<file path="src/rtl/pin_route_ctrl.sv">
// pin_route_ctrl: run-time route table for the FPGA/periphery pin crossbar.
// Each periphery lane holds {sel, dir, en}. Updates to an enabled lane are
// applied break-before-make: the lane is disabled, a guard interval elapses,
// then the new route is written.
//
// Ports:
//   clk, rst_n               clock, async active-low reset
//   cfg_valid/cfg_ready      route-update handshake
//   cfg_addr/sel/dir/en      requested lane and its new route
//   all_off                  synchronous kill of every lane enable
//   lane_sel/dir/en          route table driving the crossbar fabric
//   busy, done, cfg_err      update status (done/cfg_err are 1-cycle pulses)
module pin_route_ctrl #(
    parameter int unsigned N_PERIPH     = 21,
    parameter int unsigned N_FPGA       = 36,
    parameter int unsigned SEL_W        = 6,
    parameter int unsigned ADDR_W       = 5,
    parameter int unsigned GUARD_CYCLES = 4
) (
    input  logic                      clk,
    input  logic                      rst_n,
    input  logic                      cfg_valid,
    output logic                      cfg_ready,
    input  logic [ADDR_W-1:0]         cfg_addr,
    input  logic [SEL_W-1:0]          cfg_sel,
    input  logic                      cfg_dir,
    input  logic                      cfg_en,
    input  logic                      all_off,
    output logic [N_PERIPH*SEL_W-1:0] lane_sel,
    output logic [N_PERIPH-1:0]       lane_dir,
    output logic [N_PERIPH-1:0]       lane_en,
    output logic                      busy,
    output logic                      done,
    output logic                      cfg_err
);

    localparam int unsigned CNT_W = 8;

    typedef enum logic [1:0] {
        IDLE  = 2'd0,
        BREAK = 2'd1,
        MAKE  = 2'd2
    } state_t;

    state_t             state, state_n;
    logic [CNT_W-1:0]   cnt, cnt_n;

    logic [ADDR_W-1:0]  lat_addr;
    logic [SEL_W-1:0]   lat_sel;
    logic               lat_dir;
    logic               lat_en;

    logic               lat_ld;
    logic               brk;
    logic               mk;
    logic               done_n;
    logic               err_n;

    logic               addr_ok;
    logic               sel_ok;
    logic [ADDR_W-1:0]  idx;
    logic [SEL_W-1:0]   cur_sel;
    logic               cur_dir;
    logic               cur_en;
    logic               req_noop;

    // Request classification against the current entry of the target lane.
    // idx is clamped so an out-of-range address never reads past the table.
    always_comb begin
        addr_ok  = 32'(cfg_addr) < N_PERIPH;
        sel_ok   = 32'(cfg_sel) < N_FPGA;
        idx      = addr_ok ? cfg_addr : '0;
        cur_sel  = lane_sel[32'(idx)*SEL_W +: SEL_W];
        cur_dir  = lane_dir[idx];
        cur_en   = lane_en[idx];
        req_noop = (!cfg_en && !cur_en) ||
                   ((cfg_sel == cur_sel) && (cfg_dir == cur_dir) && (cfg_en == cur_en));
    end

    // Next-state and datapath strobes; all_off overrides every state.
    always_comb begin
        state_n = state;
        cnt_n   = cnt;
        lat_ld  = 1'b0;
        brk     = 1'b0;
        mk      = 1'b0;
        done_n  = 1'b0;
        err_n   = 1'b0;
        if (all_off) begin
            state_n = IDLE;
        end else begin
            case (state)
                IDLE: begin
                    if (cfg_valid && cfg_ready) begin
                        if (!addr_ok || !sel_ok) begin
                            err_n = 1'b1;
                        end else if (req_noop) begin
                            done_n = 1'b1;
                        end else begin
                            lat_ld = 1'b1;
                            if (cur_en) begin
                                brk     = 1'b1;
                                cnt_n   = CNT_W'(GUARD_CYCLES - 1);
                                state_n = BREAK;
                            end else begin
                                state_n = MAKE;
                            end
                        end
                    end
                end
                BREAK: begin
                    if (cnt == '0) begin
                        state_n = MAKE;
                    end else begin
                        cnt_n = cnt - CNT_W'(1);
                    end
                end
                MAKE: begin
                    mk      = 1'b1;
                    done_n  = 1'b1;
                    state_n = IDLE;
                end
                default: state_n = IDLE;
            endcase
        end
    end

    // State register and guard counter.
    always_ff @(posedge clk or negedge rst_n) begin
        if (!rst_n) begin
            state <= IDLE;
            cnt   <= '0;
        end else begin
            state <= state_n;
            cnt   <= cnt_n;
        end
    end

    // Request latch, route table and status outputs.
    always_ff @(posedge clk or negedge rst_n) begin
        if (!rst_n) begin
            lat_addr  <= '0;
            lat_sel   <= '0;
            lat_dir   <= 1'b0;
            lat_en    <= 1'b0;
            lane_sel  <= '0;
            lane_dir  <= '0;
            lane_en   <= '0;
            busy      <= 1'b0;
            done      <= 1'b0;
            cfg_err   <= 1'b0;
            cfg_ready <= 1'b0;
        end else begin
            busy      <= (state_n != IDLE);
            done      <= done_n;
            cfg_err   <= err_n;
            cfg_ready <= (state_n == IDLE) && !all_off;
            if (lat_ld) begin
                lat_addr <= cfg_addr;
                lat_sel  <= cfg_sel;
                lat_dir  <= cfg_dir;
                lat_en   <= cfg_en;
            end
            if (all_off) begin
                lane_en <= '0;
            end else begin
                if (brk) begin
                    lane_en[idx] <= 1'b0;
                end
                if (mk) begin
                    lane_sel[32'(lat_addr)*SEL_W +: SEL_W] <= lat_sel;
                    lane_dir[lat_addr]                     <= lat_dir;
                    lane_en[lat_addr]                      <= lat_en;
                end
            end
        end
    end

endmodule
</file>
<file path="config.mk">
export PLATFORM = sky130hd
export DESIGN_NAME = pin_route_ctrl
export DESIGN_NICKNAME = d
export VERILOG_FILES = /design/src/rtl/pin_route_ctrl.sv
export SDC_FILE = /design/constraint.sdc
export NUM_CORES = 1
export LEC_CHECK = 0
export ABC_AREA = 1
export BUFFER_PORTS_ARGS = -buffer_cell sky130_fd_sc_hd__buf_2
export CORE_UTILIZATION = 52
export DETAILED_ROUTE_END_ITERATION = 10
export PLACE_DENSITY = 0.76
export REMOVE_ABC_BUFFERS = 1
export SYNTH_ARGS = -nofsm -noshare
export SYNTH_HDL_FRONTEND = slang
export SYNTH_SLANG_ARGS = --single-unit
</file>
<file path="constraint.sdc">
create_clock -name clk -period 3.5 [get_ports clk]
set_input_delay 0.7 -clock clk [delete_from_list [all_inputs] [get_ports clk]]
set_output_delay 0.7 -clock clk [all_outputs]
set_load 0.02 [all_outputs]
</file>
==> flow_metrics.py, run 1 <==
metrics = {
    "critical_path": {
        "path_cells": "ha_1 -> fa_1 -> nand3_1 -> nand2_1 -> xor2_1 -> buf_4 -> nor2_1 -> nand2_1 -> inv_1 -> o21ai_0 -> o21ai_0 -> o21ai_0 -> inv_1 -> nor2_1 -> inv_1 -> o21ai_0",
        "crit_arrival_ns": 3.69,
        "crit_required_ns": 3.85,
        "cp_slowest_stage_delay_ns": 0.41,
        "cp-end-kind": "register",
        "critPathSlowestCell": "fa_1",
        "cp_common_cell": "o21ai_0",
        "start_kind": "register",
        "worstSetupPathType": "reg2reg",
        "cp_max_fo": 8,
    },
    "placement": {
        "dpl-instance-area_sq_um": 13800,
        "place_ws_ns": -0.278,
        "port_buffers": 188,
        "place_congestion": 1.00,
        "dp_hpwl_um": 33900,
    },
    "floorplanning": {
        "die_area_sq_um": 23400,
        "fp-row-count": 54,
        "die_width_um": 153,
        "start_util_pct": 53.6,
        "fp.dieH_um": 153,
        "coreArea_sq_um": 22100,
        "boundaryPins": 189,
    },
    "global_route": {
        "track_usage_pct": 38.5,
        "grt_max_degree": 95,
        "grt_antenna_before_repair": 1,
        "grt_pass1_vias": 12200,
        "grt_first_pass_wirelength_um": 68800,
        "overflow": 0,
    },
    "clock_network": {
        "htree_levels": 4,
        "cts_root_buffer": "clkbuf_16",
        "cts_buffer_depth": 2,
        "cts_tree": "done",
        "clkSinkCount": 195,
        "clk-insertion-delay-late_ns": 0.45,
        "path_clk_slew_ns": 0.09,
        "postCtsSetupRepairBufs": 0,
        "numCtsBuffers": 17,
    },
    "route": {
        "drc": 0,
        "routed_wl_um": 44700,
        "num_vias": 13100,
        "detail-route-antenna-nets": 0,
        "via_per_inst": 5.67,
        "first_iter_violations": 1394,
        "wl_per_cell_um": 19.4,
        "firstDrtPassIters": 6,
    },
    "timing": {
        "max_freq_mhz": 299,
        "relSlewSlack_pct": 45.9,
        "rsz0062_at_grt": "true",
        "finalHoldViolCount": 0,
        "timing.final.crit_share_pct": 95.5,
        "final-setup-viol-count": 0,
        "fin_skew_ns": 0.0178,
        "tightest_slew_ns": 0.811,
        "finalCriticalPeriod_ns": 3.34,
        "hold_ws_ns": 0.298,
        "setup_slack_ns": 0.157,
        "slew_viol_final": 0,
    },
    "pwr": {
        "power_frac_comb_pct": 53.1,
        "p_total_mw": 10.0,
        "power_density_nw_per_um2": 694,
        "power.leakage_nw": 7.71,
        "p_switching_mw": 5.01,
        "seqPwrFrac_pct": 26.7,
        "ir_worst_vdd_v": 0.000572,
        "swShare_pct": 49.9,
        "p_clk_share_pct": 20.2,
        "internal-power_mw": 5.03,
    },
    "yosys": {
        "yosysWarnings": 0,
        "syn_area_per_cell_sq_um": 6.79,
        "synth-seq-cells": 195,
        "synth-compound-area-share_pct": 12.7,
        "synth.area.mux_share_pct": 0.507,
        "synthXorXnorAreaFrac_pct": 0.666,
        "synth_cell_types": 43,
        "synthSimpleGateAreaFrac_pct": 31.9,
        "synth.yosys.seq_area_share_pct": 41.2,
        "synth_top_family_by_area": "simple AND/OR/NAND/NOR gates",
        "syn_area_sq_um": 11800,
        "syn-instance-count": 1745,
        "synth_fa_ha_area_share_pct": 1.86,
    },
    "cells_and_area": {
        "drive_gt1_share_pct": 18.1,
        "n_fill_cell": 2059,
        "antennaDiodeCount": 0,
        "syn_to_final_growth_pct": 22.2,
        "layout.nets": 2047,
        "final_cell_area_sq_um": 14500,
    },
    "worst_hold_path": {
        "hp-class": "in2async",
    },
    "status": {
        "status": "complete, no violations",
    },
    "run": {
        "maxCapViolations": 0,
    },
}
-- cell usage after synthesis (all sizes together) --
master    n  area (sq um)
o221ai    1          8.76
fa        1          20.0
ha       16           200
a31oi     5          31.3
dfrtp   195          4880
nand2   580          2200
o211ai    2          15.0
o21ai   168           852
o31ai    21           158
a22oi     2          15.0
nor2    152           598
o22ai    12          75.1
nand4     6          37.5
a21o      1          7.51
xor2      8          70.1
a21oi    64           320
clkbuf   22          83.8
buf      28           178
nor3     20           105
nor4      2          12.5
nand3   109           551
xnor2     1          8.76
or2       1          6.26
and3      1          6.26
clkinv    6          22.5
inv     278          1040
o41ai     2          17.5
mux2i     6          60.1
nand3b   34           255
or3       1          6.26
-- layout make-up --
type	count	area (sq um)	area share [%]
Multi-Input combinational cell	1216	5690	39.3
Sequential cell	195	4880	33.7
Timing Repair Buffer	299	1890	13.0
Inverter	284	1070	7.42
Clock buffer	18	429	2.97
Tap cell	280	350	2.42
Clock inverter	14	158	1.09
-- registers in the layout, summed over array words and instances, names as in the netlist --
| name | cells |
|---|---|
| done | 1 |
| lane_sel | 126 |
| lat_dir | 1 |
| lat_sel | 6 |
| cnt | 8 |
| state | 2 |
| lat_addr | 5 |
| cfg_ready | 1 |
| lane_en | 21 |
| lat_en | 1 |
| lane_dir | 21 |
| busy | 1 |
| cfg_err | 1 |
-- layer usage --
layer | GRT usage [%] | vias to the layer above | part of all wire [%]
met4 | 15.2 | 2 | 3.8
met2 | 58.9 | 807 | 44
met3 | 8.59 | 130 | 11
li1 | - | 6026 | -
met5 | 0 | - | 0.034
met1 | 53.1 | 6113 | 41
-- worst max-delay path, delay by kind of cell (launching register included) --
family	cells	cell delay (ns)
DFF	1	0.40
AOI/OAI and AO/OA	4	0.76
and+or+nand+nor	5	0.59
adders and majority gates	2	0.65
buffers and inverters	4	0.64
xor gates and xnor gates	1	0.20
-- placed cells by master (no fill, tap or decap), drive strengths merged --
cell type,netlist,final
nor4,2,2
o221ai,1,1
nand3b,34,34
o22ai,12,12
clkbuf,22,19
bufinv,0,1
nand2,580,580
o211ai,2,2
clkinv,6,8
nand4,6,6
o21ai,168,168
mux2i,6,6
ha,16,16
clkinvlp,0,3
a31oi,5,5
nand3,109,109
nor2,152,152
xnor2,1,1
dfrtp,195,195
xor2,8,8
and3,1,1
a21o,1,1
fa,1,1
or2,1,1
a21oi,64,64
or3,1,1
o31ai,21,21
nor3,20,20
inv,278,286
o41ai,2,2
a22oi,2,2
buf,28,298
-- per-stage QoR --
stage / util [%] / setup TNS (ns) / cells
detailed placement: 62.5 / -10.30 / 2274
global placement: 62.5 / -7.45 / 2274
floorplan: - / -46.86 / 1695
CTS: 65.2 / 0 / 2306
finish: 65.5 / 0 / 2306
global route: 65.5 / -0.0577 / 2306
-- power by group through the flow --
stage / Sequential, mW / Combinational [mW] / Clock (mW)
after detailed placement: 2.71 / 5.06 / 0
after global placement: 2.71 / 5.03 / 0
after global routing: 2.71 / 5.67 / 2.11
final: 2.68 / 5.33 / 2.03
after CTS: 2.67 / 5.09 / 2.03
after floorplan: 2.86 / 2.46 / 0
-- worst paths after layout --
kind / start / endpoint / slack (ns) / depth (start not counted)
min in group clk: all_off / cfg_ready$_DFF_PN0_ / 0.46 / 2
setup / recovery: lat_addr[0]$_DFFE_PN0P_ / lane_sel[54]$_DFFE_PN0P_ / 0.16 / 16
hold / removal: rst_n / lane_sel[46]$_DFFE_PN0P_ / 0.30 / 1
hold reg to reg: cnt[0]$_DFFE_PN0P_ / cnt[0]$_DFFE_PN0P_ / 0.49 / 2
setup reg to reg: lat_addr[0]$_DFFE_PN0P_ / lane_sel[54]$_DFFE_PN0P_ / 0.16 / 16
max in group asynchronous: rst_n / lane_dir[15]$_DFFE_PN0P_ / 2.34 / 2
-- timing repair --
action / in CTS / in global routing
hold buffers: 0 / 0
setup endpoints to repair: 0 / 72
gates resized for setup: 0 / 18
-- cell families after synthesis --
family	after synthesis
fa+ha+maj	17
mux	6
flops	195
buf+inv	334
compound gates	278
simple gates	906
xor+xnor	9
Power figures use the tool's default switching activity.
==> inputs of run 2 (changes only) <==
- SETUP_SLACK_MARGIN: default -> 0.4
==> run 2 against run 1 <==
  * Wire length is 5.2% higher
  * Via count rose by 2.7%
  * Sequential power up 1%
  * Sequential share of layout area fell by 2.7 points
  * Largest power group unchanged
  * Core utilization rose by 5.7 points
  * Clock power is essentially flat
==> flow_metrics.py, run 2 (same netlist as run 1, synthesis figures left out) <==
metrics = {
    "critical_path": {
        "cp_slowest_stage_delay_ns": 0.42,
        "r2r_slack_ns": 0.41,
        "path_cells": "ha_2 -> fa_2 -> xor2_1 -> inv_1 -> nand4_1 -> nor2_1 -> ha_1 -> inv_2 -> nand3_4 -> buf_4 -> nor3_4 -> buf_4 -> nand2_1 -> a21oi_2 -> nand2_2 -> o41ai_2",
        "reg2reg_depth": 16,
        "crit_arrival_ns": 3.42,
        "cp_max_fo": 4,
        "cp_common_cell": "buf_4",
        "start_kind": "register",
        "r2r_end": "lane_sel[20]$_DFFE_PN0P_",
        "cp-end-kind": "register",
        "critPathSlowestCell": "dfrtp_1",
        "crit_required_ns": 3.83,
        "worstSetupPathType": "reg2reg",
        "r2r_start": "lat_addr[0]$_DFFE_PN0P_",
    },
    "global_route": {
        "grt_pass1_vias": 12300,
        "grt_antenna_before_repair": 0,
        "grt_first_pass_wirelength_um": 69600,
        "overflow": 0,
        "track_usage_pct": 39.0,
        "grt_max_degree": 95,
    },
    "timing": {
        "relSlewSlack_pct": 45.6,
        "tightest_slew_ns": 0.817,
        "hold_ws_ns": 0.310,
        "rsz0062_at_grt": "true",
        "finalHoldViolCount": 0,
        "final-setup-viol-count": 0,
        "slew_viol_final": 0,
        "setup_slack_ns": 0.406,
        "max_freq_mhz": 323,
        "fin_skew_ns": 0.0170,
        "timing.final.crit_share_pct": 88.4,
        "finalCriticalPeriod_ns": 3.09,
    },
    "worst_hold_path": {
        "hp-class": "in2async",
    },
    "pwr": {
        "p_switching_mw": 5.78,
        "seqPwrFrac_pct": 23.8,
        "ir_worst_vdd_v": 0.000714,
        "power_frac_comb_pct": 58.3,
        "power.leakage_nw": 8.08,
        "internal-power_mw": 5.65,
        "p_clk_share_pct": 17.8,
        "swShare_pct": 50.6,
        "p_total_mw": 11.4,
        "power_density_nw_per_um2": 726,
    },
    "placement": {
        "port_buffers": 188,
        "dp_hpwl_um": 33900,
        "place_ws_ns": -0.278,
        "dpl-instance-area_sq_um": 13800,
        "place_congestion": 1.00,
    },
    "route": {
        "routed_wl_um": 47000,
        "detail-route-antenna-nets": 0,
        "first_iter_violations": 1543,
        "via_per_inst": 5.74,
        "firstDrtPassIters": 6,
        "wl_per_cell_um": 20.1,
        "drc": 0,
        "num_vias": 13400,
    },
    "clock_network": {
        "clkSinkCount": 195,
        "path_clk_slew_ns": 0.09,
        "numCtsBuffers": 17,
        "cts_buffer_depth": 2,
        "clk-insertion-delay-late_ns": 0.45,
        "htree_levels": 4,
        "cts_root_buffer": "clkbuf_16",
        "cts_tree": "done",
    },
    "cells_and_area": {
        "utilization_pct": 71.2,
        "antennaDiodeCount": 0,
        "syn_to_final_growth_pct": 32.8,
        "layout.nets": 2082,
        "largest_register_ffs": 126,
        "top_regs": "lane_sel (126), lane_dir (21), lane_en (21)",
        "drive_gt1_share_pct": 27.8,
        "final_cell_area_sq_um": 15700,
        "final_common_cell": "nand2_1",
        "n_fill_cell": 1877,
        "layout_common_cells": "nand2_1, inv_1, dfrtp_1",
        "largest_register": "lane_sel",
    },
    "floorplanning": {
        "coreArea_sq_um": 22100,
        "fp-row-count": 54,
        "die_area_sq_um": 23400,
        "die_width_um": 153,
        "fp.dieH_um": 153,
        "start_util_pct": 53.6,
        "boundaryPins": 189,
    },
    "run": {
        "maxCapViolations": 0,
    },
    "status": {
        "status": "complete, no violations",
    },
}
[run 2: layer usage]
layer,track usage [%],vias up,wire (um)
li1,-,6106,-
met1,53.9,6306,18900
met2,59.4,871,20900
met3,8.68,150,5310
met4,15.6,0,1920
met5,0,-,0
[run 2: power by group through the flow]
stage | clock network [mW] | logic [mW] | registers (mW)
after floorplan | 0 | 2.46 | 2.86
after global placement | 0 | 5.03 | 2.71
after detailed placement | 0 | 5.06 | 2.71
after CTS | 2.03 | 5.30 | 2.68
after global routing | 2.11 | 6.99 | 2.74
final | 2.03 | 6.66 | 2.72
[run 2: worst max-delay path by stage]
stage,startpoint,end,slack (ns),cells after the start
global route,lat_addr[1]$_DFFE_PN0P_,lane_sel[120]$_DFFE_PN0P_,0.23,16
global placement,cfg_addr[1],cnt[5]$_DFFE_PN0P_,-0.19,24
detailed placement,cfg_addr[1],lat_en$_DFFE_PN0P_,-0.28,23
CTS,lat_addr[0]$_DFFE_PN0P_,lane_sel[68]$_DFFE_PN0P_,0.37,16
finish,lat_addr[0]$_DFFE_PN0P_,lane_sel[20]$_DFFE_PN0P_,0.41,16
floorplan,cfg_addr[1],lane_en[10]$_DFF_PN0_,-1.00,22
[run 2: per-stage QoR]
stage	TNS, ns	std cells
final	0	2341
after global routing	0	2341
after CTS	0	2312
after detailed placement	-10.30	2274
after global placement	-7.45	2274
after floorplan	-46.86	1695
[run 2: worst max-delay path: cells and delay by family, from the launching register on]
| family | cells | cell delay, ns |
|---|---|---|
| buffers and inverters | 4 | 0.50 |
| and+or+nand+nor | 6 | 0.66 |
| AOI/OAI and AO/OA | 2 | 0.42 |
| DFF | 1 | 0.42 |
| xor gates and xnor gates | 1 | 0.20 |
| adders and majority gates | 3 | 0.77 |
[run 2: repair_timing]
action,4_1_cts,5_1_grt
pin swaps,11,45
gates resized for setup,56,224
hold buffers,0,0
buffers inserted,5,24
gates cloned,1,5
endpoints found under the setup margin,148,170
[run 2: layout make-up]
| class | count | area, sq um | share of cell area [%] |
|---|---|---|---|
| clock buffer | 18 | 429 | 2.73 |
| clock inverter | 14 | 158 | 1.00 |
| timing repair buffer | 334 | 2330 | 14.8 |
| tap | 280 | 350 | 2.23 |
| multi-input combinational | 1216 | 6480 | 41.2 |
| sequential | 195 | 4880 | 31.0 |
| inverter | 284 | 1100 | 6.98 |
